**config.mk**
```make
export PLATFORM = sky130hd
export DESIGN_NAME = matrix_adder
export DESIGN_NICKNAME = d
export VERILOG_FILES = /design/src/rtl/matrix_adder.sv
export SDC_FILE = /design/constraint.sdc
export NUM_CORES = 1
export LEC_CHECK = 0
export CORE_AREA = 2 2 476 478
export CTS_CLUSTER_SIZE = 24
export DETAILED_ROUTE_END_ITERATION = 12
export DIE_AREA = 0 0 478 480
export GPL_TIMING_DRIVEN = 0
export PLACE_DENSITY_LB_ADDON = 0.3
export RECOVER_POWER = 100
export SYNTH_ARGS = -nofsm -noshare
export SYNTH_HDL_FRONTEND = slang
export SYNTH_SLANG_ARGS = --single-unit
export TNS_END_PERCENT = 10
```
**constraint.sdc**
```tcl
create_clock -name clk -period 1.1 [get_ports clk]
set_input_delay 0.275 -clock clk [delete_from_list [all_inputs] [get_ports clk]]
set_output_delay 0.275 -clock clk [all_outputs]
set_load 0.005 [all_outputs]
```
**src/rtl/matrix_adder.sv**
```systemverilog
// matrix_adder: registered element-wise adder for two ROWS x COLS matrices of
// unsigned BITLENGTH-bit elements carried on flattened packed buses.
//
// Element (r,c) (0-based here) sits at bits [(r*COLS+c)*BITLENGTH +: BITLENGTH],
// with element (0,0) at the LSBs. Its carry flag is at ovf[r*COLS+c].
//
// Ports:
//   clk        rising-edge clock
//   rst_n      asynchronous active-low reset; clears c_out, ovf and out_valid
//   in_valid   a_in/b_in carry a valid operand pair this cycle
//   a_in       packed matrix A
//   b_in       packed matrix B
//   out_valid  c_out/ovf hold a new result (one cycle after in_valid)
//   c_out      packed matrix C = A + B (modulo or saturated, see below)
//   ovf        per-element carry-out of the BITLENGTH-bit add
//
// Build option: define MATRIX_ADDER_SAT_EN to saturate every element to all
// ones on carry-out instead of wrapping. Timing and handshake are unchanged.

module matrix_adder #(
    parameter int unsigned BITLENGTH = 8,
    parameter int unsigned ROWS      = 7,
    parameter int unsigned COLS      = 7
) (
    input  logic                            clk,
    input  logic                            rst_n,
    input  logic                            in_valid,
    input  logic [ROWS*COLS*BITLENGTH-1:0]  a_in,
    input  logic [ROWS*COLS*BITLENGTH-1:0]  b_in,
    output logic                            out_valid,
    output logic [ROWS*COLS*BITLENGTH-1:0]  c_out,
    output logic [ROWS*COLS-1:0]            ovf
);

    localparam int unsigned NELEM = ROWS * COLS;
    localparam int unsigned WIDTH = NELEM * BITLENGTH;

    logic [WIDTH-1:0] c_d;
    logic [WIDTH-1:0] c_q;
    logic [NELEM-1:0] ovf_d;
    logic [NELEM-1:0] ovf_q;
    logic             valid_q;

    // Independent per-element adders; one extra bit captures the carry-out.
    for (genvar r = 0; r < ROWS; r++) begin : g_row
        for (genvar c = 0; c < COLS; c++) begin : g_col
            localparam int unsigned IDX = r * COLS + c;
            localparam int unsigned LSB = IDX * BITLENGTH;

            logic [BITLENGTH:0] sum;

            assign sum        = {1'b0, a_in[LSB +: BITLENGTH]} + {1'b0, b_in[LSB +: BITLENGTH]};
            assign ovf_d[IDX] = sum[BITLENGTH];
`ifdef MATRIX_ADDER_SAT_EN
            assign c_d[LSB +: BITLENGTH] = sum[BITLENGTH] ? {BITLENGTH{1'b1}} : sum[BITLENGTH-1:0];
`else
            assign c_d[LSB +: BITLENGTH] = sum[BITLENGTH-1:0];
`endif
        end
    end

    // Result registers load only on a valid pair; valid is a one-stage pipe.
    always_ff @(posedge clk or negedge rst_n) begin
        if (!rst_n) begin
            c_q     <= '0;
            ovf_q   <= '0;
            valid_q <= 1'b0;
        end else begin
            valid_q <= in_valid;
            if (in_valid) begin
                c_q   <= c_d;
                ovf_q <= ovf_d;
            end
        end
    end

    assign c_out     = c_q;
    assign ovf       = ovf_q;
    assign out_valid = valid_q;

endmodule

```
# Word-level counts from Yosys, hierarchy flattened
# Cells that the tools add are included.
# totals
register_bits	442
out_inout_bits	442
elab_cells	52
# classes
n_addsub	49
# ops
cell	n
8-bit by 8-bit adder with 9-bit output	49

# Depth between registers and ports, before layout
# Gate-level depths: netlist of run 1.
# logic_depth
depth_word	1
ltp_mapped	9
mapped_depth_nobuf	7

# Worst setup path before layout of run 1
# OpenSTA, ideal clock, no wires.
# synth_timing
kind	input to register
from	in a_in[8]
to	reg c_q[14], in the netlist c_out[14]
setup_ns	0.131
arrival_ns	1.774
required_ns	0.969
path_slack_ns	-0.805
cell_stages	6
cell_sequence	ha_1 > fa_1 > a211oi_1 > o21bai_1 > nor4b_1 > or3_1
# synth_between
elab_chain_len	1
# synth_lines
item	line_no	rtl
from (decl)	28	input logic [ROWS*COLS*BITLENGTH-1:0] a_in,
8-bit by 8-bit adder with 9-bit output	52	assign sum = {1'b0, a_in[LSB +: BITLENGTH]} + {1'b0, b_in[LSB +: BITLENGTH]};
to (signal assigned)	65	c_q <= '0;
to (signal assigned)	71	c_q <= c_d;
to (decl)	39	logic [WIDTH-1:0] c_q;
# Every way passes these cells.
# A chain may end at the register's enable or synchronous reset.

# Final worst setup path of run 1
# layout_timing
from	in a_in[221]
to	reg c_q[223], in the netlist c_out[223]
# The elaborated chain is that of the path after synthesis.

==> results of run 1 <==
-- where the power goes --
group	internal [mW]	total (mW)	switching, mW
Combinational	12.8	28.0	15.1
Clock	14.0	24.1	10.2
Sequential	19.1	21.2	2.14
-- worst max-delay path, delay by kind of cell --
kind	cells	cell delay (ns)
AO/OA/AOI/OAI	2	0.79
adder cells (fa/ha/maj)	1	0.49
AND/OR/NAND/NOR	2	0.26
buffers and inverters	1	0.47
-- state kept, by name, indices dropped and copies added, names as in the netlist --
signal     count
out_valid      1
ovf           49
c_out        392
-- repair_timing --
action	CTS	global route
gates resized for setup	2207	656
hold endpoints to repair	97	88
setup endpoints to repair	979	925
cloned	4	0
pin swaps	130	7
setup buffers	98	17
-- cells in the mapped netlist, drive strengths merged --
library cell	count	area share, %
ha	392	15
or4	1	0.023
o21bai	13	0.29
nor3	56	0.84
a211o	3	0.079
clkbuf	64	0.72
mux2i	68	2.0
o32ai	49	1.3
a211oi	192	4.3
nand3	81	1.2
or3b	3	0.079
o31a	4	0.11
xor2	49	1.3
o2bb2ai	94	2.5
mux2	105	3.5
o31ai	36	0.81
dfrtp	442	33
nand2	111	1.2
or3	121	2.3
o311ai	1	0.026
nand3b	53	1.2
fa	49	2.9
nor4b	3	0.079
inv	98	1.1
nand4b	56	1.5
a21oi	296	4.4
o2111ai	36	0.95
xnor2	49	1.3
a21o	98	2.2
nand2b	4	0.075
o21a	36	0.81
nor2	198	2.2
buf	69	1.1
o21ai	469	7.0
o211ai	57	1.3
nor2b	65	1.2
-- metrics by stage --
step                      power (mW)  worst slack (ns)  hold slack, ns  instances  utilization [%]
after global routing            77.1            -0.552          -0.504       8015             24.3
after detailed placement        49.0             -3.26           0.423       7746             22.5
after CTS                       73.5            -0.605          -0.386       7981             24.2
after floorplan                 31.0            -0.636         -0.0206       3521                -
final                           73.3            -0.593          -0.507       8031             24.4
after global placement          48.8            -25.36           0.467       7741             22.4
-- routing by layer --
metal	track usage (%)	up-vias	routed length, um
met5	0	-	123
met4	5.45	22	6680
met3	6.50	302	23800
met2	35.9	1653	119000
met1	25.9	18300	103000
li1	-	16400	-
-- cells in the final DEF, fill, tap and decap left out, types with 55 or more instances in the layout --
cell type and instances:
a211oi_1 110, clkbuf_2 162, nand4b_1 56, nor2b_1 64, clkdlybuf4s50_1 616, inv_1 93, nor3_1 55, ha_4 76
nand3_1 81, ha_1 305, a21oi_1 296, mux2i_1 68, buf_4 125, buf_2 115, dlygate4sd2_1 136, clkbuf_16 78
or3_1 121, o21ai_0 437, dfrtp_1 420, o2bb2ai_1 94, mux2_2 105, buf_6 214, nor2_1 186, nand2_1 111
o211ai_1 57, a21o_1 98, a211oi_2 76
-- path summary, 6_finish.rpt --
check | start | end
hold / removal | rst_n | c_out[257]
max in group asynchronous | rst_n | c_out[3]
setup reg to reg | c_out[61] | c_out[61]
hold reg to reg | c_out[92] | c_out[92]
min in group clk | a_in[368] | c_out[368]
setup / recovery | a_in[221] | c_out[223]
-- final cells by class --
| class | count | area, um^2 | area share [%] |
|---|---|---|---|
| antenna | 33 | 82.6 | 0.151 |
| buffer | 130 | 1470 | 2.69 |
| clock buffer | 112 | 2200 | 4.02 |
| clock inverter | 14 | 163 | 0.298 |
| inverter | 98 | 370 | 0.679 |
| multi-input combinational | 2848 | 23100 | 42.3 |
| sequential | 442 | 11100 | 20.3 |
| tap | 2992 | 3740 | 6.86 |
| timing repair buffer | 1362 | 12400 | 22.7 |
-- cells by family (layout without fill, tap and decap cells) --
kind of cell	Yosys count	count (layout)
AO/OA/AOI/OAI	1384	1384
AND/OR/NAND/NOR	752	752
flip-flops	442	442
adder cells (fa/ha/maj)	441	441
buffers and inverters	231	1716
multiplexers	173	173
XOR/XNOR	98	98
other	0	33
==> flow_summary.ini, run 1 <==
[timing]
slew_violations = 0
period_share_pct = 154
rsz0062_at_grt = true
whs_ns = -0.507
worst_slew_pin_slew_ns = 1.11
setup_slack_ns = -0.593
finalSetupTns_ns = -237.43
max_freq_ghz = 0.591
skew_ns = 0
relSlewSlack_pct = 26.0
setup_violations = 872
hold_viol_final = 89
period_needed_ns = 1.69

[final_layout]
num-fill-cells = 24300
fin_nets = 6183
drive_gt1_share_pct = 24.0
post-route-cell-area_um2 = 54600
area_growth_pct = 63.6

[outcome]
violations = negative hold slack, negative setup slack
status = finished with violations

[critical_path]
worstSetupStartpointType = primary input
ff2ff_setup_slack_ns = 0.05
critical_path_class = primary input to flip-flop
critPathMaxFanout = 6
cp.required_ns = 1.71
crit_slowest_cell = o32ai_1
crit_arrival_ns = 2.30
rr_worst_depth = 4
path_cells = clkdlybuf4s50_1, ha_1, nand3_1, o32ai_1, nand3b_1, o211ai_1
cpPeakStageDelay_ns = 0.67
crit_path_end_kind = flip-flop

[clock_tree]
insertion_delay_ns = 0.69
cts_num_sinks = 442
htree_levels = 3
cts_root_buf = clkbuf_16
clock_tree.buffer_depth = 3
cts_tree = built
path_clk_slew_ns = 0.05
cts_hold_buf = 10
numCtsBuffers = 73

[floorplanning]
rows = 174
die_h_um = 480
fp.coreArea_um2 = 224000
io_pins = 1229
start_util_pct = 14.9
die-area_um2 = 229000
die_w_um = 478

[hold_path]
worstHoldPathType = primary input to async pin

[logic_synthesis]
synth_top_family_by_area = compound AO/OA/AOI/OAI gates
ys_warn_count = 0
muxShareOfSynthArea_pct = 5.59
avgSynthCellArea_um2 = 9.47
synth.cell_area_um2 = 33300
synth.distinct_cells = 40
synth_xor_area_share_pct = 2.57
synth_compound_area_share_pct = 26.1
synthCells = 3521
yosysSeqAreaShare_pct = 33.2
syn_nets = 4749
synthAdderAreaFrac_pct = 17.6
ys_seq_elements = 442
synth-simple-area-share_pct = 11.9

[detailed_routing]
antenna_left = 0
firstDrtPassIters = 7
vias_per_cell = 4.57
drc = 0
finalWirelength_mm = 253
via_count = 36700
wl_per_cell_um = 31.5
drt_iter0_markers = 2528

[placed_design]
gp_routability_congestion = 0.929
dpl.hpwl_mm = 203
port_buffers = 1228
place_area_um2 = 50400

[global_route]
grt-ovfl-total = 0
antenna_found_initial = 70
grt_pass1_vias = 36900
grt_max_degree = 97
grt_usage_pct = 21.2
grt_first_pass_wirelength_mm = 332

[pwr]
p_per_area_nw_per_um2 = 1340
leakage_nw = 22.5
peakVddDrop_uv = 1160

[job]
drv_cap = 0
Power figures use the tool's default switching activity.
==> run 2, diff against run 1 <==
Settings changed: CAP_MARGIN set to 5, HOLD_SLACK_MARGIN set to 0.12.
==> run 2 against run 1 <==
  * The flow still finishes with violations (negative hold slack, negative setup slack)
  * Final area grew 1.0%
  * Worst setup slack better by 0.045 ns
  * Maximum frequency rose by 2.8%
  * Count of clock-buffer cells in the layout is 10 lower
  * First-iteration DRC count fell by 1.5%
  * Final cell count increased by 0.26%
  * Hold slack better by 0.036 ns
  * Via count increased by 0.64%
  * Critical path depth decreased by 1
  * Critical endpoint unchanged
==> flow_summary.ini, run 2 (synthesis results as in run 1) <==
[detailed_routing]
firstDrtPassIters = 6
wl_per_cell_um = 31.6
m1WireLength_mm = 104
drt_iter0_markers = 2489
wl_met2_mm = 120
highest_layer = met5
via_count = 36900
antenna_left = 0
drc = 0
vias_per_cell = 4.58
finalWirelength_mm = 255
wl_met3_mm = 22.2

[timing]
rsz0062_at_grt = true
skew_ns = 0
period_needed_ns = 1.65
worst_slew_pin_slew_ns = 1.13
whs_ns = -0.471
setup_slack_ns = -0.547
hold_viol_final = 87
relSlewSlack_pct = 24.5
setup_violations = 930
max_freq_ghz = 0.607
slew_violations = 0
period_share_pct = 150

[placed_design]
gp_routability_congestion = 0.929
port_buffers = 1228
dpl.hpwl_mm = 204

[final_layout]
final_util_pct = 24.6
num-fill-cells = 24200
layout_common_cells = clkdlybuf4s50_1 (632), o21ai_0 (447), dfrtp_1 (420)
fin_nets = 6213
multi_input_area_um2 = 23200
area_growth_pct = 65.3
drive_gt1_share_pct = 23.7
final_common_cell = clkdlybuf4s50_1
largest_reg_flops = 392
seq_area_um2 = 11100

[hold_path]
worstHoldPathType = primary input to async pin

[floorplanning]
rows = 174
die_h_um = 480
start_util_pct = 14.9
die_w_um = 478
io_pins = 1229
die-area_um2 = 229000
fp.coreArea_um2 = 224000

[pwr]
total_power_mw = 72.8
p_per_area_nw_per_um2 = 1320
peakVddDrop_uv = 996
leakage_nw = 22.9

[critical_path]
ff2ff_setup_slack_ns = 0.01
critical_path_class = primary input to flip-flop
rr_worst_depth = 4
cp.required_ns = 1.63
critPathMaxFanout = 7
crit_path_end_kind = flip-flop
r2r_end = c_out[21]
crit_arrival_ns = 2.18
worstReg2RegStart = c_out[21]
worstSetupStartpointType = primary input

[clock_tree]
cts_num_sinks = 442
cts_tree = built
clock_tree.buffer_depth = 3
htree_levels = 3
numCtsBuffers = 72
cts_root_buf = clkbuf_16
path_clk_slew_ns = 0.05
insertion_delay_ns = 0.66

[outcome]
violations = negative hold slack, negative setup slack
status = finished with violations

[job]
drv_cap = 0

[global_route]
grt_usage_pct = 21.3
grt_pass1_vias = 36900
grt_max_degree = 97
antenna_found_initial = 74
grt_first_pass_wirelength_mm = 333
grt-ovfl-total = 0
==> run 2: changes by cell type in the layout (fill, tap and decap cells not counted), sizes merged, moves of 13 or more <==
| cell | delta |
|---|---|
| clkdlybuf4s15 | -13 |
| dlygate4sd3 | +26 |
| dlygate4sd2 | -34 |
| dlymetal6s2s | +31 |
| clkdlybuf4s50 | +16 |
==> run 2: worst max-delay path by stage <==
stage	from	end	slack (ns)
floorplan	a_in[24]	c_out[30]	-0.64
global placement	rst_n	c_out[72]	-25.36
detailed placement	in_valid	c_out[178]	-3.29
CTS	c_out[132]	c_out[132]	-0.59
global route	c_out[132]	c_out[132]	-0.54
finish	a_in[222]	c_out[223]	-0.55
==> run 2: area by class of cell <==
type	count	area share, %
Multi-Input combinational cell	2848	42.1
Timing Repair Buffer	1397	23.3
Sequential cell	442	20.1
Tap cell	2992	6.79
Clock buffer	102	3.81
Buffer	126	2.77
Inverter	98	0.672
Clock inverter	21	0.352
Antenna cell	26	0.118
==> run 2: power by group <==
part           switching (mW)  internal [mW]  leakage [nW]  total [mW]
clock                    9.80           13.7          1.12        23.5
sequential               2.12           19.1          5.14        21.2
combinational            15.2           12.9          16.6        28.1
total                    27.1           45.7          22.9        72.8
==> run 2: repair_timing <==
action | CTS | global route
hold endpoints to repair | 113 | 106
endpoints found under the setup margin | 979 | 965
buffers inserted | 81 | 35
gates cloned | 5 | 1
resized for setup | 2003 | 775
hold buffers | 26 | 10
pin swaps | 61 | 32
==> run 2: layer usage <==
layer / global-route usage [%] / vias to the layer above
met5: 0 / -
met4: 5.37 / 32
met3: 6.26 / 349
met2: 36.2 / 1646
met1: 26.1 / 18400
li1: - / 16500
==> run 2: worst max-delay path, cell delays in order <==
cell and delay [ns]:
clkdlybuf4s50_1 0.48, ha_1 0.49, nand3_1 0.10, o32ai_1 0.62, o211ai_1 0.19
==> run 2: metrics by stage <==
stage | cells | worst slack [ns] | setup TNS, ns | hold slack (ns) | cell area [um^2]
after floorplan | 3521 | -0.636 | -132.74 | -0.0206 | 34200
final | 8052 | -0.547 | -249.83 | -0.471 | 55100
after global placement | 7741 | -25.36 | - | 0.467 | 50300
after global routing | 8037 | -0.540 | -312.72 | -0.486 | 55100
after detailed placement | 7752 | -3.29 | -1376.05 | 0.413 | 50500
after CTS | 7983 | -0.592 | -319.49 | -0.369 | 54300
==> run 3, diff against run 2 <==
--- a/config.mk
+++ b/config.mk
@@ -11,5 +11,4 @@
 export DETAILED_ROUTE_END_ITERATION = 12
 export DIE_AREA = 0 0 478 480
-export GPL_TIMING_DRIVEN = 0
 export HOLD_SLACK_MARGIN = 0.12
 export PLACE_DENSITY_LB_ADDON = 0.3
==> constraint.sdc (replaced) <==
create_clock -name clk -period 1.1 [get_ports clk]
set_input_delay 0.275 -clock clk [delete_from_list [all_inputs] [get_ports clk]]
set_output_delay 0.275 -clock clk [all_outputs]
set_load 0.1 [all_outputs]
==> run 3 against run 2 <==
  * The run ends with negative setup slack left
  * Count of clock-buffer cells in the layout up 1
  * Final cell count up 7.7%
  * Sequential power up 8%
  * Clock skew unchanged
  * Total power up 41%
  * First-iteration DRC count down 34%
  * Final area up 19%
  * Critical path type is now flip-flop to output pin
==> flow_summary.ini, run 3 (synthesis results as in run 1) <==
[timing]
setup_slack_ns = -0.631
period_needed_ns = 1.73
skew_ns = 0
hold_viol_final = 0
rsz0062_at_grt = true
relSlewSlack_pct = 45.1
whs_ns = 0.0437
max_freq_ghz = 0.578
slew_violations = 0
setup_violations = 1214
worst_slew_pin_slew_ns = 0.824
period_share_pct = 157

[clock_tree]
numCtsBuffers = 72
cts_tree = built
path_clk_slew_ns = 0.06
clock_tree.buffer_depth = 3
insertion_delay_ns = 0.68
htree_levels = 3
cts_num_sinks = 442
cts_root_buf = clkbuf_16

[final_layout]
final_common_cell = buf_4
fin_nets = 6834
final_util_pct = 29.3
largest_reg_flops = 392
post-route-cell-area_um2 = 65600
drive_gt1_share_pct = 35.2
layout_common_cells = buf_4 (784), clkdlybuf4s50_1 (539), buf_12 (475)
fin_cells = 8674
area_growth_pct = 96.7

[critical_path]
path_cells = buf_12
path_delay_family = flip-flops
r2r_end = c_out[326]
path_depth = 1
critical_path_class = flip-flop to output pin
ff2ff_setup_slack_ns = -0.14
crit_path_end_kind = output pin
cp.required_ns = 0.82
worstReg2RegStart = c_out[326]
crit_end = c_out[375]
crit_path_start = c_out[375]
cp_num_buf_inv = 1
critPathMaxFanout = 2
crit_arrival_ns = 1.46
cpPeakStageDelay_ns = 0.55
rr_worst_depth = 5
crit_slowest_cell = dfrtp_2
worstSetupStartpointType = flip-flop

[floorplanning]
rows = 174
fp.coreArea_um2 = 224000
die-area_um2 = 229000
die_w_um = 478
io_pins = 1229
start_util_pct = 14.9
die_h_um = 480

[job]
drv_cap = 0

[global_route]
grt_max_degree = 62
grt-ovfl-total = 0
grt_pass1_vias = 37900
gr-usage-met1_pct = 18.7
antenna_found_initial = 63
grt_first_pass_wirelength_mm = 277
grt_busiest_layer = met2
grt_use_met3_pct = 4.53
use_met2_pct = 29.9
grt_usage_pct = 16.7

[pwr]
total_power_mw = 103
p_per_area_nw_per_um2 = 1570
leakage_nw = 28.0
peakVddDrop_uv = 1420

[detailed_routing]
firstDrtPassIters = 5
via_count = 37100
drc = 0
drt_iter0_markers = 1637
antenna_left = 0
finalWirelength_mm = 200
wl_per_cell_um = 23.0
vias_per_cell = 4.28

[outcome]
status = finished with violations
violations = negative setup slack

[hold_path]
worstHoldPathType = primary input to flip-flop

[placed_design]
dpl.hpwl_mm = 169
place_area_um2 = 61000
port_buffers = 1228
dpl.cell_count = 8439
gp_routability_congestion = 0.901
[run 3: cell types whose count changed in the layout (fill, tap and decap cells not counted), moves of 28 or more]
cell	previous run	this run
buf_4	123	784
buf_12	18	475
buf_6	191	25
clkbuf_2	176	23
buf_2	119	2
clkdlybuf4s50_1	632	539
o21ai_0	447	366
dfrtp_1	420	355
dfrtp_2	22	87
o21ai_1	16	73
dlygate4sd2_1	102	138
dlymetal6s2s_1	38	66
[run 3: how the worst min path moves through the flow]
| stage | startpoint | endpoint | slack [ns] | cells after the start |
|---|---|---|---|---|
| 2_1_floorplan | rst_n | c_out[0] | -0.02 | 0 |
| 3_3_place_gp | rst_n | c_out[361] | 0.23 | 2 |
| 3_5_place_dp | rst_n | c_out[361] | 0.23 | 2 |
| 4_1_cts | a_in[216] | c_out[216] | 0.04 | 3 |
| 5_1_grt | a_in[336] | c_out[336] | -0.005 | 3 |
| 6_report | a_in[336] | c_out[336] | 0.04 | 3 |
[run 3: timing repair]
action                                 in CTS  in global routing
pin swaps                                  97                 84
resized for setup                         451                332
endpoints found under the hold margin     487                 25
setup endpoints to repair                 745                956
hold buffers                               41                 14
setup buffers                               9                 26
[run 3: per-layer routing]
metal | vias up | share of wire, %
met5 | - | 0.14
met4 | 42 | 3.8
met3 | 263 | 6.9
met2 | 1186 | 50
met1 | 17900 | 39
li1 | 17700 | -
[run 3: final cells by class]
| type | count | area, um^2 |
|---|---|---|
| Inverter | 98 | 375 |
| Clock buffer | 103 | 2040 |
| Fill cell | 23300 | 158000 |
| Clock inverter | 24 | 254 |
| Antenna cell | 23 | 57.6 |
| Multi-Input combinational cell | 2848 | 23900 |
| Sequential cell | 442 | 11200 |
| Timing Repair Buffer | 2144 | 24100 |
| Tap cell | 2992 | 3740 |
[run 3: power by group]
part	internal (mW)	switching (mW)
Clock	13.8	9.51
Combinational	22.5	34.1
Sequential	19.2	3.75
[run 3: stage by stage]
step	setup TNS, ns	setup slack [ns]
4_1_cts	-317.83	-0.740
6_report	-343.54	-0.631
3_5_place_dp	-383.76	-1.59
3_3_place_gp	-381.22	-1.60
5_1_grt	-389.83	-0.705
2_1_floorplan	-161.85	-0.636
[run 3: worst register-to-register path, cell delays in order (launching register included)]
cell     delay, ns
dfrtp_1       0.38
buf_4         0.13
buf_4         0.12
nor2_1        0.08
a21oi_1       0.04
or3b_1        0.37
